===== src/rtl/core_pkg.sv =====
// core_pkg: shared phase, state and opcode definitions for the 16-bit core.
package core_pkg;
    localparam logic [2:0] PH_NONE = 3'd0;
    localparam logic [2:0] PH_P1   = 3'd1;
    localparam logic [2:0] PH_P2   = 3'd2;
    localparam logic [2:0] PH_P3   = 3'd3;
    localparam logic [2:0] PH_P4   = 3'd4;
    localparam logic [2:0] PH_P5   = 3'd5;

    typedef enum logic [1:0] {IDLE, RUN, HALT} state_t;

    localparam logic [1:0] OP_LD  = 2'b00;
    localparam logic [1:0] OP_ST  = 2'b01;
    localparam logic [1:0] OP_ALU = 2'b11;
    localparam logic [3:0] FN_HLT = 4'b1111;

    function automatic logic is_mem(input logic [15:0] instr);
        return instr[15:14] == OP_LD || instr[15:14] == OP_ST;
    endfunction

    function automatic logic is_hlt(input logic [15:0] instr);
        return instr[15:14] == OP_ALU && instr[7:4] == FN_HLT;
    endfunction
endpackage


===== src/rtl/retire_counter.sv =====
// retire_counter: wrapping enable counter of completed instructions.
module retire_counter #(
    parameter int CNT_W = 16
) (
    input  logic             clk,
    input  logic             rst_n,
    input  logic             en,
    output logic [CNT_W-1:0] count
);
    always_ff @(posedge clk or negedge rst_n) begin
        if (!rst_n) count <= '0;
        else if (en) count <= count + 1'b1;
    end
endmodule


===== src/rtl/phase_ctrl.sv =====
// phase_ctrl: five-phase instruction sequencer with memory stretching,
// run/stop/single-step control and HLT handling.
module phase_ctrl
    import core_pkg::*;
#(
    parameter int CNT_W = 16
) (
    input  logic             clk,
    input  logic             rst_n,
    input  logic             start,
    input  logic             stop,
    input  logic             step_mode,
    input  logic             mem_rdy,
    input  logic [15:0]      instr,
    output logic [2:0]       phase,
    output logic [4:0]       phase_oh,
    output logic             ir_load,
    output logic             pc_en,
    output logic             running,
    output logic             halted,
    output logic [CNT_W-1:0] retired
);
    state_t     state, state_nx;
    logic [2:0] ph, ph_nx;
    logic       stop_pend, stop_pend_nx;

    always_ff @(posedge clk or negedge rst_n) begin
        if (!rst_n) begin
            state     <= IDLE;
            ph        <= PH_NONE;
            stop_pend <= 1'b0;
        end else begin
            state     <= state_nx;
            ph        <= ph_nx;
            stop_pend <= stop_pend_nx;
        end
    end

    // ph is held at PH_NONE whenever the FSM is outside RUN
    always_comb begin
        state_nx     = state;
        ph_nx        = ph;
        stop_pend_nx = 1'b0;
        case (state)
            RUN: begin
                stop_pend_nx = stop_pend | stop;
                case (ph)
                    PH_P1: ph_nx = mem_rdy ? PH_P2 : PH_P1;
                    PH_P4: ph_nx = (!is_mem(instr) || mem_rdy) ? PH_P5 : PH_P4;
                    PH_P5: begin
                        ph_nx = PH_P1;
                        if (is_hlt(instr) || stop_pend || stop || step_mode) begin
                            state_nx     = is_hlt(instr) ? HALT : IDLE;
                            ph_nx        = PH_NONE;
                            stop_pend_nx = 1'b0;
                        end
                    end
                    default: ph_nx = ph + 3'd1;
                endcase
            end
            IDLE, HALT: begin
                state_nx = start ? RUN : state;
                ph_nx    = start ? PH_P1 : PH_NONE;
            end
            default: begin
                state_nx = IDLE;
                ph_nx    = PH_NONE;
            end
        endcase
    end

    always_comb begin
        running  = state == RUN;
        halted   = state == HALT;
        phase    = running ? ph : PH_NONE;
        phase_oh = (running && ph != PH_NONE) ? 5'b1 << (ph - 3'd1) : 5'b0;
        ir_load  = running && ph == PH_P1 && mem_rdy;
        pc_en    = running && ph == PH_P5;
    end

    retire_counter #(.CNT_W(CNT_W)) u_retire (
        .clk  (clk),
        .rst_n(rst_n),
        .en   (pc_en),
        .count(retired)
    );
endmodule


===== config.mk =====
export PLATFORM = sky130hd
export DESIGN_NAME = phase_ctrl
export DESIGN_NICKNAME = d
export VERILOG_FILES = /design/src/rtl/core_pkg.sv /design/src/rtl/retire_counter.sv /design/src/rtl/phase_ctrl.sv
export SDC_FILE = /design/constraint.sdc
export NUM_CORES = 1
export LEC_CHECK = 0
export ABC_CLOCK_PERIOD_IN_PS = 2700
export BUFFER_PORTS_ARGS = -buffer_cell sky130_fd_sc_hd__buf_4
export CAP_MARGIN = 20
export CORE_MARGIN = 5
export CORE_UTILIZATION = 47
export DETAILED_ROUTE_END_ITERATION = 10
export PLACE_DENSITY = 0.88
export SYNTH_ARGS = -nofsm -noshare
export SYNTH_HDL_FRONTEND = slang
export SYNTH_HIERARCHICAL = 1
export SYNTH_SLANG_ARGS = --single-unit

===== constraint.sdc =====
create_clock -name clk -period 2.7 [get_ports clk]
set_input_delay 0.81 -clock clk [delete_from_list [all_inputs] [get_ports clk]]
set_output_delay 0.81 -clock clk [all_outputs]
set_load 0.02 [all_outputs]

* Word-level counts from Yosys, hierarchy flattened
Cells that the tools add are included.
** Word-level totals
- Flip-flop bits (word level) :: 22
- Bits of input ports :: 22
- Output and inout bits :: 28
- Logic and storage cells :: 52
** Cells by class
- $add $sub $neg :: 3
- Eq/ne operators :: 11
- Shift operators :: 1
- Muxes and demuxes :: 16
- Bitwise gates (word level) :: 1
- Reductions and logical operators :: 16
** Operators by type and width (number)
- $add 16x1->16 const B :: 1
- $mux 2 :: 5
- $pmux 3 s3 :: 1
- $eq 3x3->1 const B :: 2
- $mux 1 :: 6
- $pmux 3 s2 :: 1
- $logic_and 1x1->1 :: 5
- $logic_or 1x1->1 :: 5
- $mux 5 :: 1
- $shl 1x3->5 const A :: 1
- $eq 2x1->1 const B :: 2
- $eq 2x2->1 const B :: 2
- $eq 4x4->1 const B :: 1
- $logic_not 2->1 :: 2
- $ne 2x1->1 const B :: 2
- $pmux 2 s2 :: 1
- $add 3x1->3 const B :: 1
- $eq 3x1->1 const B :: 1
- $mux 3 :: 1
- $reduce_and 3->1 :: 1
- $reduce_bool 3->1 :: 1
- $sub 3x1->3 const B :: 1
- $ne 2x2->1 const B :: 1
- $reduce_or 2->1 :: 1
- other kinds (2) :: 2

* Longest topological paths before layout
Gate-level depths: netlist of run 1.
- Word-level depth :: 8
- Gate-level depth with buffers :: 9
- Mapped depth without buffers :: 8

* Hierarchy
The synthesis of run 1 kept the hierarchy.
** Modules (own cells, without submodules)
- retire_counter :: instances 1, cells an instance 56, area each 695.7 um^2, sequential area each 400.4 um^2
- phase_ctrl :: instances 1, cells an instance 60, area each 510.5 um^2, sequential area each 150.1 um^2

* Least setup slack after synthesis of run 1
Ideal clock, no wire load.
- Kind :: reg-to-reg
- From :: reg ph[1]
- To :: reg u_retire.count[12]
- Setup time :: 0.080 ns
- Data arrival time :: 2.254 ns
- Data required time :: 2.620 ns
- Path slack :: 0.366 ns
- Cell stages (with the launch flop) :: 10
- Buffers on the path :: 1
- Clock period less this slack :: 2.334 ns
- Cell sequence :: dfrtp_1 -> inv_1 -> ha_1 -> clkbuf_2 -> nand2_1 -> nor2_1 -> nand4_4 -> nor3_2 -> and4_1 -> xor2_1
** Between the ends
- Word-level cells in the longest chain between the ends :: 2
** Ends and longest elaborated chain
- start, declared :: RTL line phase_ctrl.sv:24 : logic [2:0] ph, ph_nx;
- start signal, assigned :: RTL line phase_ctrl.sv:34 : ph <= ph_nx;
- $eq 3x3->1 :: RTL line phase_ctrl.sv:78 : pc_en = running && ph == PH_P5;
- $logic_and 1x1->1 :: RTL line phase_ctrl.sv:78
- named net pc_en :: RTL line phase_ctrl.sv:18 : output logic pc_en,
- end signal, assigned :: RTL line retire_counter.sv:12 : else if (en) count <= count + 1'b1;
- end, declared :: RTL line retire_counter.sv:8 : output logic [CNT_W-1:0] count
The timed path passes the listed nets, and every way through them passes these cells.
A chain may end at the register's enable or synchronous reset.

* Final worst setup path of run 1
- From :: reg ph[1]
- To :: out pc_en
** Between the ends
- Word-level cells in the longest chain between the ends :: 2
** Ends and longest elaborated chain (RTL line)
- $eq 3x3->1 :: phase_ctrl.sv:78
- $logic_and 1x1->1 :: phase_ctrl.sv:78
- end, declared :: phase_ctrl.sv:18
Every way passes these cells.

==> flow_results.org, run 1 <==
** Yosys
- Number of cells produced by synthesis :: 116
- Netlist area before placement :: 1206 sq um
- Average size of a mapped cell :: 10.40 sq um
- Sequential-to-total area share from yosys stat :: 0.4564
- Yosys mapped the design onto 31 distinct sky130hd cell types.
- Yosys printed 6 warnings.
- The number of nets in the synthesized netlist is 144.
- Total of flip-flops plus latches after synthesis :: 22

** Routing
- The detail route stage leaves a number of antenna-violating nets equal to 0.
- Number of iterations in the first detailed-routing pass :: 4
- Total DRC errors in the routed layout :: 0
- Final wirelength :: 2682 um
- Summing over every cut layer, the via total after detailed routing is 974.
- Average vias per placed instance :: 5.209
- For this block, the initial DRC count from the detailed router was 24.
- Dividing the detail-routed wire length by the instance count gives 14.34 um.

** Status
- Run status :: completed

** Placement
- HPWL after detailed placement :: 2149 um
- Placer Congestion :: 0.7700
- Port-buffer cells :: 39

** Timing
- Worst max-slew margin expressed relative to the limit :: 0.7481
- Max Slew Vio Count :: 0
- The worst path in the final design needs a cycle of 2541 ps, including I/O delays and setup.
- Max Freq :: 393.6 MHz
- Final setup fails :: 0
- Number of endpoints with negative hold slack in the final report :: 0
- Hold Worst Slack :: 380.7 ps
- Pin slew with the least headroom to its limit :: 377.8 ps
- Between clock sinks in the finished design, the worst skew comes to 2.842 ps.
- Of the available clock period, the critical path in the final layout requires 0.9410.

** Setup path
- Crit Path Category :: reg -> out
- Sort of element at the end of the critical path :: primary output
- At the worst endpoint, the required time is 1890 ps.
- Walking the worst path, the cells encountered are inv_1 -> ha_1 -> nand2_1 -> nor2_1 -> buf_4.
- In this run the register-to-register setup slack is 400 ps.
- At the worst endpoint, the arrival time is 1730 ps.
- On the critical path, the stage with the largest delay is an instance of sky130_fd_sc_hd__dfrtp_1.
- The worst setup path is launched from a register.
- Measured in cells, the most critical reg-to-reg path has a length of 9.
- The worst register-to-register path begins at ph[1].
- CP peak stage delay :: 420 ps
- Capture point of the worst reg-to-reg path :: u_retire/count[12]
- Along the worst path, the maximum fanout reaches 9.

** Clock tree
- Number of buffers inserted for hold repair after clock tree synthesis :: 0
- Maximum root-to-sink buffer count :: 2
- Reg clk slew, reported paths :: 110 ps
- CTS Buf Count :: 3
- The later pin in the worst-skew pair is clocked with a latency of 290 ps.
- In this run the number of H-tree levels came out at 1.
- Clock sink count :: 22
- TritonCTS clock tree :: done
- CTS root buf :: sky130_fd_sc_hd__clkbuf_4

** Floorplanning
- Row Count :: 18
- 50 I/O pins were placed.
- The die covers 3680 sq um.
- The initial utilization of the core area, before any placement, comes to 0.4869.
- The floorplan step set the die height to 60.66 um.
- From left edge to right edge, the die measures 60.66 um.
- Standard cell core area :: 2477 sq um

** Final layout
- Area growth from synthesis to final layout :: 29.46%
- Share of layout cells above drive strength 1 :: 0.3312
- Commonest non-fill, non-tap cell in the layout :: sky130_fd_sc_hd__buf_4
- Leading cell types in the layout, fill and taps excluded :: sky130_fd_sc_hd__buf_4 (41), sky130_fd_sc_hd__dfrtp_1 (22), sky130_fd_sc_hd__nor2_1 (11)
- The repair_antennas step left the layout with diodes totalling 0.
- Share of the core filled with cells in the final layout :: 0.6303
- Post-layout net count :: 187

** Power and ir drop
- Lkg Pwr :: 0.0007840 uW
- Maximum vdd drop :: 0.5930 mV
- Ratio of total power to cell area :: 793.2 nW/um^2
- Pwr Total :: 1239 uW

** Global routing
- Entering global routing, the biggest net connects 23 pins.
- Total routing usage reported by global routing :: 0.1498
- In this run the most used layer during global routing was met2.
- Number of global-route vias before repair :: 948
- Wire length of the first global-routing pass :: 4202 um
- Global routing met1 resource utilization :: 0.1867
- Initial antenna violation count :: 0
- Global Route met3 Usage :: 0.01915
- Aggregate global routing overflow :: 0
- In the global route stage, met2 resource usage came out at 0.2779.

** Worst hold path
- In this run the worst hold path is classified as in -> async.

** Run
- The tool flagged a number of max-cap violations equal to 0.
[layer usage]
metal,vias up,share of wire
met4,0,0
met3,0,0.062
met1,467,0.40
met2,28,0.54
li1,479,-
met5,-,0
[cell type report]
type | instances | area [sq um]
repair buffers | 41 | 307.8
clock buffers | 3 | 22.52
well taps | 30 | 37.54
flip-flops and latches | 22 | 550.5
fillers | 226 | 915.9
inverters | 5 | 18.77
multi-input cells | 86 | 624.3
[kinds of logic (layout without fill, tap and decap cells)]
logic type | Yosys count | in the layout | share of synthesized area
mux | 2 | 2 | 0.01763
buf+inv | 8 | 49 | 0.03008
xor+xnor | 16 | 16 | 0.1162
flops | 22 | 22 | 0.4564
fa+ha+maj | 6 | 6 | 0.06224
compound gates | 11 | 11 | 0.07780
simple gates | 51 | 51 | 0.2396
[state kept, by name, indices dropped and copies added, names as in the netlist]
name,cells
stop_pend,1
ph,3
u_retire/count,16
state,2
[per-stage QoR]
| step | TNS [ps] | worst slack [ps] | instance area (sq um) | std cells |
|---|---|---|---|---|
| floorplan | 0 | 366.3 | 1206 | 116 |
| global placement | 0 | 479.1 | 1534 | 184 |
| CTS | 0 | 108.4 | 1556 | 187 |
| detailed placement | 0 | 442.7 | 1534 | 184 |
| finish | 0 | 159.3 | 1562 | 187 |
| global route | -22.23 | -15.63 | 1562 | 187 |
[critical path, delay by kind of cell (launching register included)]
family        cells  cell delay, ps
fa+ha+maj         1             330
buf+inv           2             330
flops             1             420
simple gates      2             370
[where the power goes]
| part | internal [uW] | leakage, uW | switching, uW | total, uW |
|---|---|---|---|---|
| sequential | 388 | 0.000293 | 86.9 | 475 |
| clock | 51.8 | 0.0000138 | 86.2 | 138 |
| combinational | 273 | 0.000478 | 352 | 625 |
| total | 713 | 0.000784 | 526 | 1240 |
[cells in the mapped netlist]
library cell / number / area share
sky130_fd_sc_hd__a32o_1: 1 / 0.0083
sky130_fd_sc_hd__ha_1: 6 / 0.062
sky130_fd_sc_hd__nand3_1: 7 / 0.029
sky130_fd_sc_hd__o311ai_0: 1 / 0.0073
sky130_fd_sc_hd__o21ai_0: 3 / 0.012
sky130_fd_sc_hd__a2111oi_4: 1 / 0.023
sky130_fd_sc_hd__dfrtp_1: 22 / 0.46
sky130_fd_sc_hd__nand2b_1: 2 / 0.010
sky130_fd_sc_hd__nor4_1: 1 / 0.0052
sky130_fd_sc_hd__nand4_4: 1 / 0.018
sky130_fd_sc_hd__xor2_1: 6 / 0.044
sky130_fd_sc_hd__nand2_1: 9 / 0.028
sky130_fd_sc_hd__a22oi_1: 1 / 0.0062
sky130_fd_sc_hd__a21oi_1: 3 / 0.012
sky130_fd_sc_hd__clkbuf_2: 1 / 0.0041
sky130_fd_sc_hd__nor3_2: 2 / 0.017
sky130_fd_sc_hd__nor2_1: 11 / 0.034
sky130_fd_sc_hd__nor3_1: 1 / 0.0041
sky130_fd_sc_hd__buf_2: 1 / 0.0041
sky130_fd_sc_hd__buf_4: 1 / 0.0062
sky130_fd_sc_hd__nor2b_1: 3 / 0.016
sky130_fd_sc_hd__o211a_1: 1 / 0.0083
sky130_fd_sc_hd__mux2i_1: 1 / 0.0083
sky130_fd_sc_hd__nand4_1: 4 / 0.021
sky130_fd_sc_hd__and4_4: 1 / 0.0093
sky130_fd_sc_hd__inv_1: 5 / 0.016
sky130_fd_sc_hd__mux2_1: 1 / 0.0093
sky130_fd_sc_hd__xnor2_1: 10 / 0.073
sky130_fd_sc_hd__and4_1: 1 / 0.0073
sky130_fd_sc_hd__and2_1: 6 / 0.031
sky130_fd_sc_hd__and3_1: 2 / 0.010
[worst max path at each step]
stage | to | startpoint | slack [ps] | cells after the start
after floorplan | u_retire/count[12] | ph[1] | 370 | 9
after global placement | ir_load | mem_rdy | 480 | 4
after global routing | phase_oh[1] | ph[0] | -20 | 7
after detailed placement | u_retire/count[12] | ph[1] | 440 | 9
after CTS | phase_oh[0] | ph[0] | 110 | 7
final | pc_en | ph[1] | 160 | 5
[repair_timing]
| item | 4_1_cts | 5_1_grt |
|---|---|---|
| setup buffers | 0 | 0 |
| endpoints found under the setup margin | 0 | 3 |
| resized for setup | 0 | 3 |
Note: power is estimated with default switching activity, not from simulation.
==> run 2: changes to the inputs <==
CORE_UTILIZATION = 49   (was 47)
CTS_BUF_LIST = sky130_fd_sc_hd__clkbuf_4   (was not set)
PLACE_DENSITY = 0.91   (was 0.88)
==> flow_results.org, run 2 (synthesis results as in run 1) <==
** Floorplanning
- The number of core rows is 18 (unchanged).
- Standard cell core area :: 2410 sq um (was 2477 sq um)
- The initial core utilization is 0.5005 (was 0.4869).
- The x dimension of the die was 59.62 um (was 60.66 um).
- Die outline height :: 59.62 um (was 60.66 um)
- Full die area :: 3554 sq um (was 3680 sq um)
- The number of primary I/O pins was 50 (unchanged).

** Power and ir drop
- The proportion of power drawn by the clock network came to 0.113 (was 0.111).
- The switching fraction of total power was 0.4272 (was 0.4244).
- The areal power density over the cells was 802.5 nW/um^2 (was 793.2 nW/um^2).
- The peak supply drop was 0.4628 mV (was 0.5930 mV).
- The combinational share of power was 0.513 (was 0.505).
- The internal power summed over all cells was 716.6 uW (was 712.9 uW).
- Psw :: 534.4 uW (was 525.6 uW)
- The relative contribution of sequential cells to total power is 0.374 (was 0.384).
- The leakage power figure came to 0.0007864 uW (was 0.0007840 uW).

** Routing
- The via count is 983 (was 974).
- The number of vias per cell after detailed routing came to 5.257 (was 5.209).
- DRT iter0 DRCs :: 26 (was 24)
- The remaining number of nets flagged by the antenna check after routing was 0 (unchanged).
- Wire length per cell after detailed routing :: 13.93 um (was 14.34 um)
- The number of remaining DRC errors came to 0 (unchanged).
- The wire length reported by the detailed router is 2604 um (was 2682 um).
- The first-pass iteration count of the detailed router was 4 (unchanged).

** Final layout
- Regs by FF count :: u_retire/count (16), ph (3), state (2) (unchanged)
- The register ranked first by flip-flop count was u_retire/count (unchanged).
- Leading cell types in the layout, fill and taps excluded :: sky130_fd_sc_hd__buf_4 (41), sky130_fd_sc_hd__dfrtp_1 (22), sky130_fd_sc_hd__nor2_1 (11) (unchanged)
- The synthesis-to-finish area growth was 29.25% (was 29.46%).
- Storage element area :: 550.5 sq um (unchanged)
- Post-route cell area :: 1559 sq um (was 1562 sq um)
- The number of antenna cells inserted was 0 (unchanged).
- Share of layout cells above drive strength 1 :: 0.3185 (was 0.3312)
- Filler Cell Count :: 192 (was 226)
- Max reg flops :: 16 (unchanged)
- Post-layout net count :: 187 (unchanged)
- Area of combinational cells with multiple inputs :: 621.8 sq um (was 624.3 sq um)
- Commonest non-fill, non-tap cell in the layout :: sky130_fd_sc_hd__buf_4 (unchanged)

** Clock tree
- The number of buffers on the longest clock path is 2 (unchanged).
- CTS Buf Count :: 3 (unchanged)
- Clock sink count :: 22 (unchanged)
- TritonCTS clock tree :: done (unchanged)
- The cell at the root of the clock tree is sky130_fd_sc_hd__clkbuf_4 (unchanged).
- Reg clk slew, reported paths :: 110 ps (about the same)
- Clock H-tree levels :: 1 (unchanged)
- Worst skew pair latency :: 300 ps (was 290 ps)
- The number of buffers inserted for hold repair after clock tree synthesis was 0 (unchanged).

** Global routing
- Number of global-route vias before repair :: 978 (was 948)
- The combined global-route utilization of all metal layers came to 0.1599 (was 0.1498).
- The pin count of the biggest net entering global routing was 23 (unchanged).
- Wire length of the first global-routing pass :: 4284 um (was 4202 um)
- The total grt overflow was 0 (unchanged).
- The number of antenna violations at the first check in global routing was 0 (unchanged).

** Timing
- The count of endpoints failing setup in the final report was 0 (unchanged).
- Total negative slack for setup checks :: 0 ps (unchanged)
- Max Freq :: 388.6 MHz (was 393.6 MHz)
- Number of endpoints with negative hold slack in the final report :: 0 (unchanged)
- The clock skew is 3.630 ps (was 2.842 ps).
- Min Tclk post-route :: 2573 ps (was 2541 ps)
- RSZ-0062 raised after global routing :: no
- The number of pins exceeding their max-slew limit in the final report was 0 (unchanged).
- The final critical-path share of the clock period is 0.9531 (was 0.9410).
- The worst slew margin relative to its limit came to 0.7526 (was 0.7481).
- Pin slew with the least headroom to its limit :: 371.1 ps (was 377.8 ps)

** Setup path
- Register-to-Register Setup Slack :: 470 ps (was 400 ps)
- Worst r2r src :: ph[1] (unchanged)
- Crit Path Category :: reg -> out (unchanged)
- Maximum fanout along the worst path :: 4 (was 9)
- Startpoint Class :: register (unchanged)
- Worst Path Arrival :: 1760 ps (was 1730 ps)
- The number of cell instances on the worst register-to-register path is 9 (unchanged).
- The capturing element type of the critical path is a primary output (unchanged).
- Capture point of the worst reg-to-reg path :: u_retire/count[12] (unchanged)
- The data required time of the worst path came to 1890 ps (about the same).
- The launching instance or port of the critical path is ph[0] (was ph[1]).

** Placement
- The count of buffers from port buffering is 39 (unchanged).
- The placed cell area is 1526 sq um (was 1534 sq um).
- The final estimated routing congestion in global placement is 0.8308 (was 0.7700).
- HPWL after detailed placement :: 2014 um (was 2149 um)

** Worst hold path
- The worst min-delay path class is in -> async (unchanged).

** Status
- Run status: completed (unchanged).

** Run
- The number of maximum-capacitance violations came to 0 (unchanged).
## run 2: cell counts in the layout (fill, tap and decap cells not counted)
No cell type changed its count.
## run 2: worst max path at each step
stage | to
finish | phase_oh[0]
global route | phase_oh[2]
CTS | phase_oh[2]
detailed placement | phase_oh[2]
global placement | ir_load
floorplan | u_retire/count[12]
## run 2: power by group through the flow
stage          Combinational (uW)  Sequential [uW]  Clock [uW]
2_1_floorplan                 397              482           0
3_3_place_gp                  596              470           0
3_5_place_dp                  624              475           0
4_1_cts                       627              469         150
5_1_grt                       698              480         163
6_report                      642              468         141
## run 2: layer usage
metal	wire length, um	vias to the layer above	global-route usage	part of all wire
met5	0	-	0	0
met2	1236	40	0.2715	0.47
met3	248	4	0.02832	0.095
li1	-	479	-	-
met4	21	0	0.06646	0.0081
met1	1097	460	0.1989	0.42
## run 2: final cells by class
class | count | share of cell area
well taps | 30 | 0.02408
clock buffers | 3 | 0.01445
multi-input cells | 86 | 0.3989
inverters | 5 | 0.01204
repair buffers | 41 | 0.1974
flip-flops and latches | 22 | 0.3531
## run 2: critical path, stage by stage, from the launching register on
cell	delay, ps
sky130_fd_sc_hd__dfrtp_1	410
sky130_fd_sc_hd__inv_1	110
sky130_fd_sc_hd__ha_1	270
sky130_fd_sc_hd__nor3_1	150
sky130_fd_sc_hd__a21oi_1	70
sky130_fd_sc_hd__nor2_1	170
sky130_fd_sc_hd__and2_1	160
sky130_fd_sc_hd__buf_4	140
## run 2: what timing repair did
item	4_1_cts	5_1_grt
endpoints found under the hold margin	0	0
setup endpoints to repair	0	3
gates resized for setup	0	1
setup buffers	0	1
## run 2: metrics by stage
step / setup slack [ps] / hold WS, ps / utilization / power, uW / std cells
after CTS: 84.13 / 367.3 / 0.6428 / 1245 / 186
after global placement: 481.0 / 467.9 / 0.6334 / 1066 / 183
after floorplan: 366.3 / 514.4 / - / 878.9 / 116
after global routing: 25.55 / 362.8 / 0.6469 / 1341 / 187
after detailed placement: 445.4 / 475.4 / 0.6334 / 1099 / 183
final: 126.7 / 375.1 / 0.6469 / 1251 / 187
==> run 3: changes to the inputs <==
--- a/config.mk
+++ b/config.mk
@@ -9,9 +9,9 @@
 export BUFFER_PORTS_ARGS = -buffer_cell sky130_fd_sc_hd__buf_4
 export CAP_MARGIN = 20
-export CORE_MARGIN = 5
 export CORE_UTILIZATION = 49
 export CTS_BUF_LIST = sky130_fd_sc_hd__clkbuf_4
 export DETAILED_ROUTE_END_ITERATION = 10
 export PLACE_DENSITY = 0.91
+export SETUP_SLACK_MARGIN = 0.3
 export SYNTH_ARGS = -nofsm -noshare
 export SYNTH_HDL_FRONTEND = slang
==> constraint.sdc (replaced) <==
create_clock -name clk -period 2.7 [get_ports clk]
set_input_delay 0.27 -clock clk [delete_from_list [all_inputs] [get_ports clk]]
set_output_delay 0.27 -clock clk [all_outputs]
set_load 0.02 [all_outputs]
==> flow_results.org, run 3 (synthesis results as in run 1) <==
** Placement
- Port-buffer cells :: 39 (unchanged)
- Setup slack after placement :: 591.9 ps (was 445.4 ps)
- The final estimated routing congestion in global placement came to 0.7667 (was 0.8308).
- HPWL after detailed placement :: 1898 um (was 2014 um)

** Routing
- The number of vias per cell after detailed routing was 5.373 (was 5.257).
- The wire length reported by the detailed router is 2444 um (was 2604 um).
- DRT iter0 DRCs :: 13 (was 26)
- The number of remaining DRC errors came to 0 (unchanged).
- The remaining number of nets flagged by the antenna check after routing was 0 (unchanged).
- Number of iterations in the first detailed-routing pass :: 4 (unchanged)
- The average detailed-routed wire length per instance came to 13.21 um (was 13.93 um).
- Total vias in the final route :: 994 (was 983)

** Timing
- Worst clock skew :: 1.400 ps (was 3.630 ps)
- Final setup fails :: 0 (unchanged)
- RSZ-0062 raised after global routing: no (unchanged).
- The actual transition at the worst max-transition pin is 373.8 ps (was 371.1 ps).
- Max Freq :: 460.2 MHz (was 388.6 MHz)
- The final period demand of the worst path is 2173 ps (was 2573 ps).
- The final critical-path share of the clock period is 0.8049 (was 0.9531).
- Worst max-slew margin expressed relative to the limit :: 0.7508 (was 0.7526)
- Total negative slack for setup checks :: 0 ps (unchanged)
- The number of pins exceeding their max-slew limit in the final report came to 0 (unchanged).
- The worst path setup slack after routing was 526.8 ps (was 126.7 ps).
- The total count of hold-check failures in the final report was 0 (unchanged).

** Final layout
- Leading cell types in the layout, fill and taps excluded: sky130_fd_sc_hd__buf_4 (40), sky130_fd_sc_hd__dfrtp_1 (22), sky130_fd_sc_hd__nor2_1 (11) (was sky130_fd_sc_hd__buf_4 (41), sky130_fd_sc_hd__dfrtp_1 (22), sky130_fd_sc_hd__nor2_1 (11)).
- Post-layout net count :: 187 (unchanged)
- The number of flip-flops in the largest register came to 16 (unchanged).
- The number of inserted filler cells in the final layout came to 168 (was 192).
- Area growth from synthesis to final layout :: 29.05% (was 29.25%)
- The total area of multi-input combinational cells was 619.3 sq um (was 621.8 sq um).
- Regs by FF count :: u_retire/count (16), ph (3), state (2) (unchanged)
- The share of post-route cells with drive strength above 1 is 0.3057 (was 0.3185).
- Storage element area :: 550.5 sq um (unchanged)
- The number of antenna cells inserted is 0 (unchanged).
- The register ranked first by flip-flop count is u_retire/count (unchanged).
- The commonest non-fill, non-tap cell in the layout was sky130_fd_sc_hd__buf_4 (unchanged).

** Setup path
- The type of element launching the critical path was a register (unchanged).
- Worst r2r src :: ph[1] (unchanged)
- The data arrival time at the worst-slack endpoint came to 2390 ps (was 1760 ps).
- Crit Path Category :: reg -> reg (was reg -> out)
- Sort of element at the end of the critical path :: register (was primary output)
- The launching instance or port of the critical path is ph[1] (was ph[0]).
- Maximum fanout along the worst path :: 9 (was 4)
- The data required time of the worst path is 2920 ps (was 1890 ps).

** Floorplanning
- Starting Density :: 0.5300 (was 0.5005)
- Standard cell core area :: 2276 sq um (was 2410 sq um)
- The die height came to 51.62 um (was 59.62 um).
- # IOs :: 50 (unchanged)
- Horizontal die dimension :: 51.62 um (was 59.62 um)
- The die footprint is 2664 sq um (was 3554 sq um).
- The number of core rows is 17 (was 18).

** Clock tree
- TritonCTS clock tree :: done (unchanged)
- The number of CTS-inserted buffers came to 3 (unchanged).
- Clock H-tree levels :: 1 (unchanged)
- The clock insertion delay at the later pin of the skew report was 290 ps (was 300 ps).
- The total number of clock tree sinks came to 22 (unchanged).
- Maximum root-to-sink buffer count :: 2 (unchanged)
- The cell at the root of the clock tree is sky130_fd_sc_hd__clkbuf_4 (unchanged).
- The CTS clock-pin slew for the worst setup and hold paths was 110 ps (about the same).

** Global routing
- The via count of the first global-routing pass came to 983 (was 978).
- Layer with the highest usage after global routing :: met2 (unchanged)
- The met2 capacity usage during global routing is 0.3723 (was 0.2715).
- Aggregate global routing overflow :: 0 (unchanged)
- The met3 layer usage reported by global route was 0.01754 (was 0.02832).
- Pin count of the biggest net entering global routing :: 23 (unchanged)
- Wire length of the first global-routing pass :: 4174 um (was 4284 um)
- Initial antenna violation count :: 0 (unchanged)
- Global routing met1 resource utilization :: 0.2585 (was 0.1989)
- Total routing usage reported by global routing :: 0.2046 (was 0.1599)

** Power and ir drop
- Maximum vdd drop :: 0.6718 mV (was 0.4628 mV)
- The areal power density over the cells came to 789.7 nW/um^2 (was 802.5 nW/um^2).
- The final total power is 1229 uW (was 1251 uW).
- Lkg Pwr :: 0.0007872 uW (was 0.0007864 uW)

** Worst hold path
- Launch instance of the worst min-delay path :: start
- The worst min-delay path class is in -> reg (was in -> async).

** Run
- The number of maximum-capacitance violations is 0 (unchanged).

** Status
- Run status :: completed (unchanged)
-- run 3: cell types whose count changed in the layout (fill, tap and decap cells not counted) --
| cell | delta |
|---|---|
| sky130_fd_sc_hd__ha_1 | +1 |
| sky130_fd_sc_hd__dlygate4sd3_1 | +1 |
| sky130_fd_sc_hd__buf_4 | -1 |
| sky130_fd_sc_hd__ha_2 | -1 |
-- run 3: layer usage --
| layer | wire length [um] | part of all wire |
|---|---|---|
| met5 | 0 | 0 |
| met4 | 16 | 0.0065 |
| met3 | 98 | 0.040 |
| met2 | 1254 | 0.51 |
| met1 | 1075 | 0.44 |
-- run 3: power breakdown --
group          switching [uW]  leakage, uW  internal, uW  total [uW]
sequential               84.3     0.000293           388         473
clock                    87.6    0.0000138          51.8         139
combinational             352     0.000481           265         617
-- run 3: what timing repair did --
action                     in CTS  in global routing
hold endpoints to repair       22                  0
setup buffers                   0                  0
hold buffers                    1                  0
resized for setup               0                  0
setup endpoints to repair       0                  0
-- run 3: through the flow --
step           area (sq um)  hold WS (ps)  instances  utilization
6_report               1556         225.4        185       0.6839
5_1_grt                1556         233.9        185       0.6839
4_1_cts                1556         216.8        185       0.6839
3_5_place_dp           1524         174.1        181       0.6696
3_3_place_gp           1524         166.5        181       0.6696
2_1_floorplan          1206        -25.59        116            -
-- run 3: cell type report --
class / count / area share
inverter: 5 / 0.01206
clock buffer: 3 / 0.01447
timing repair buffer: 41 / 0.1994
sequential: 22 / 0.3537
multi-input combinational: 86 / 0.3979
tap: 28 / 0.02251
-- run 3: final timing paths --
path / slack [ps] / cells past startpoint / to
hold reg to reg: 490 / 1 / u_retire/count[15]
setup / recovery: 530 / 8 / u_retire/count[12]
min in group asynchronous: 390 / 2 / u_retire/count[10]
setup reg to reg: 530 / 8 / u_retire/count[12]
max in group asynchronous: 2100 / 2 / ph[0]
hold / removal: 230 / 3 / state[0]
-- run 3: worst max-delay path: stages, from the launching register on --
cell and delay, ps:
sky130_fd_sc_hd__dfrtp_1 420, sky130_fd_sc_hd__inv_1 130, sky130_fd_sc_hd__ha_1 330, sky130_fd_sc_hd__nand2_1 130
sky130_fd_sc_hd__nor2_1 240, sky130_fd_sc_hd__nand4_4 170, sky130_fd_sc_hd__nor3_2 290, sky130_fd_sc_hd__and4_1 250
sky130_fd_sc_hd__xor2_1 150
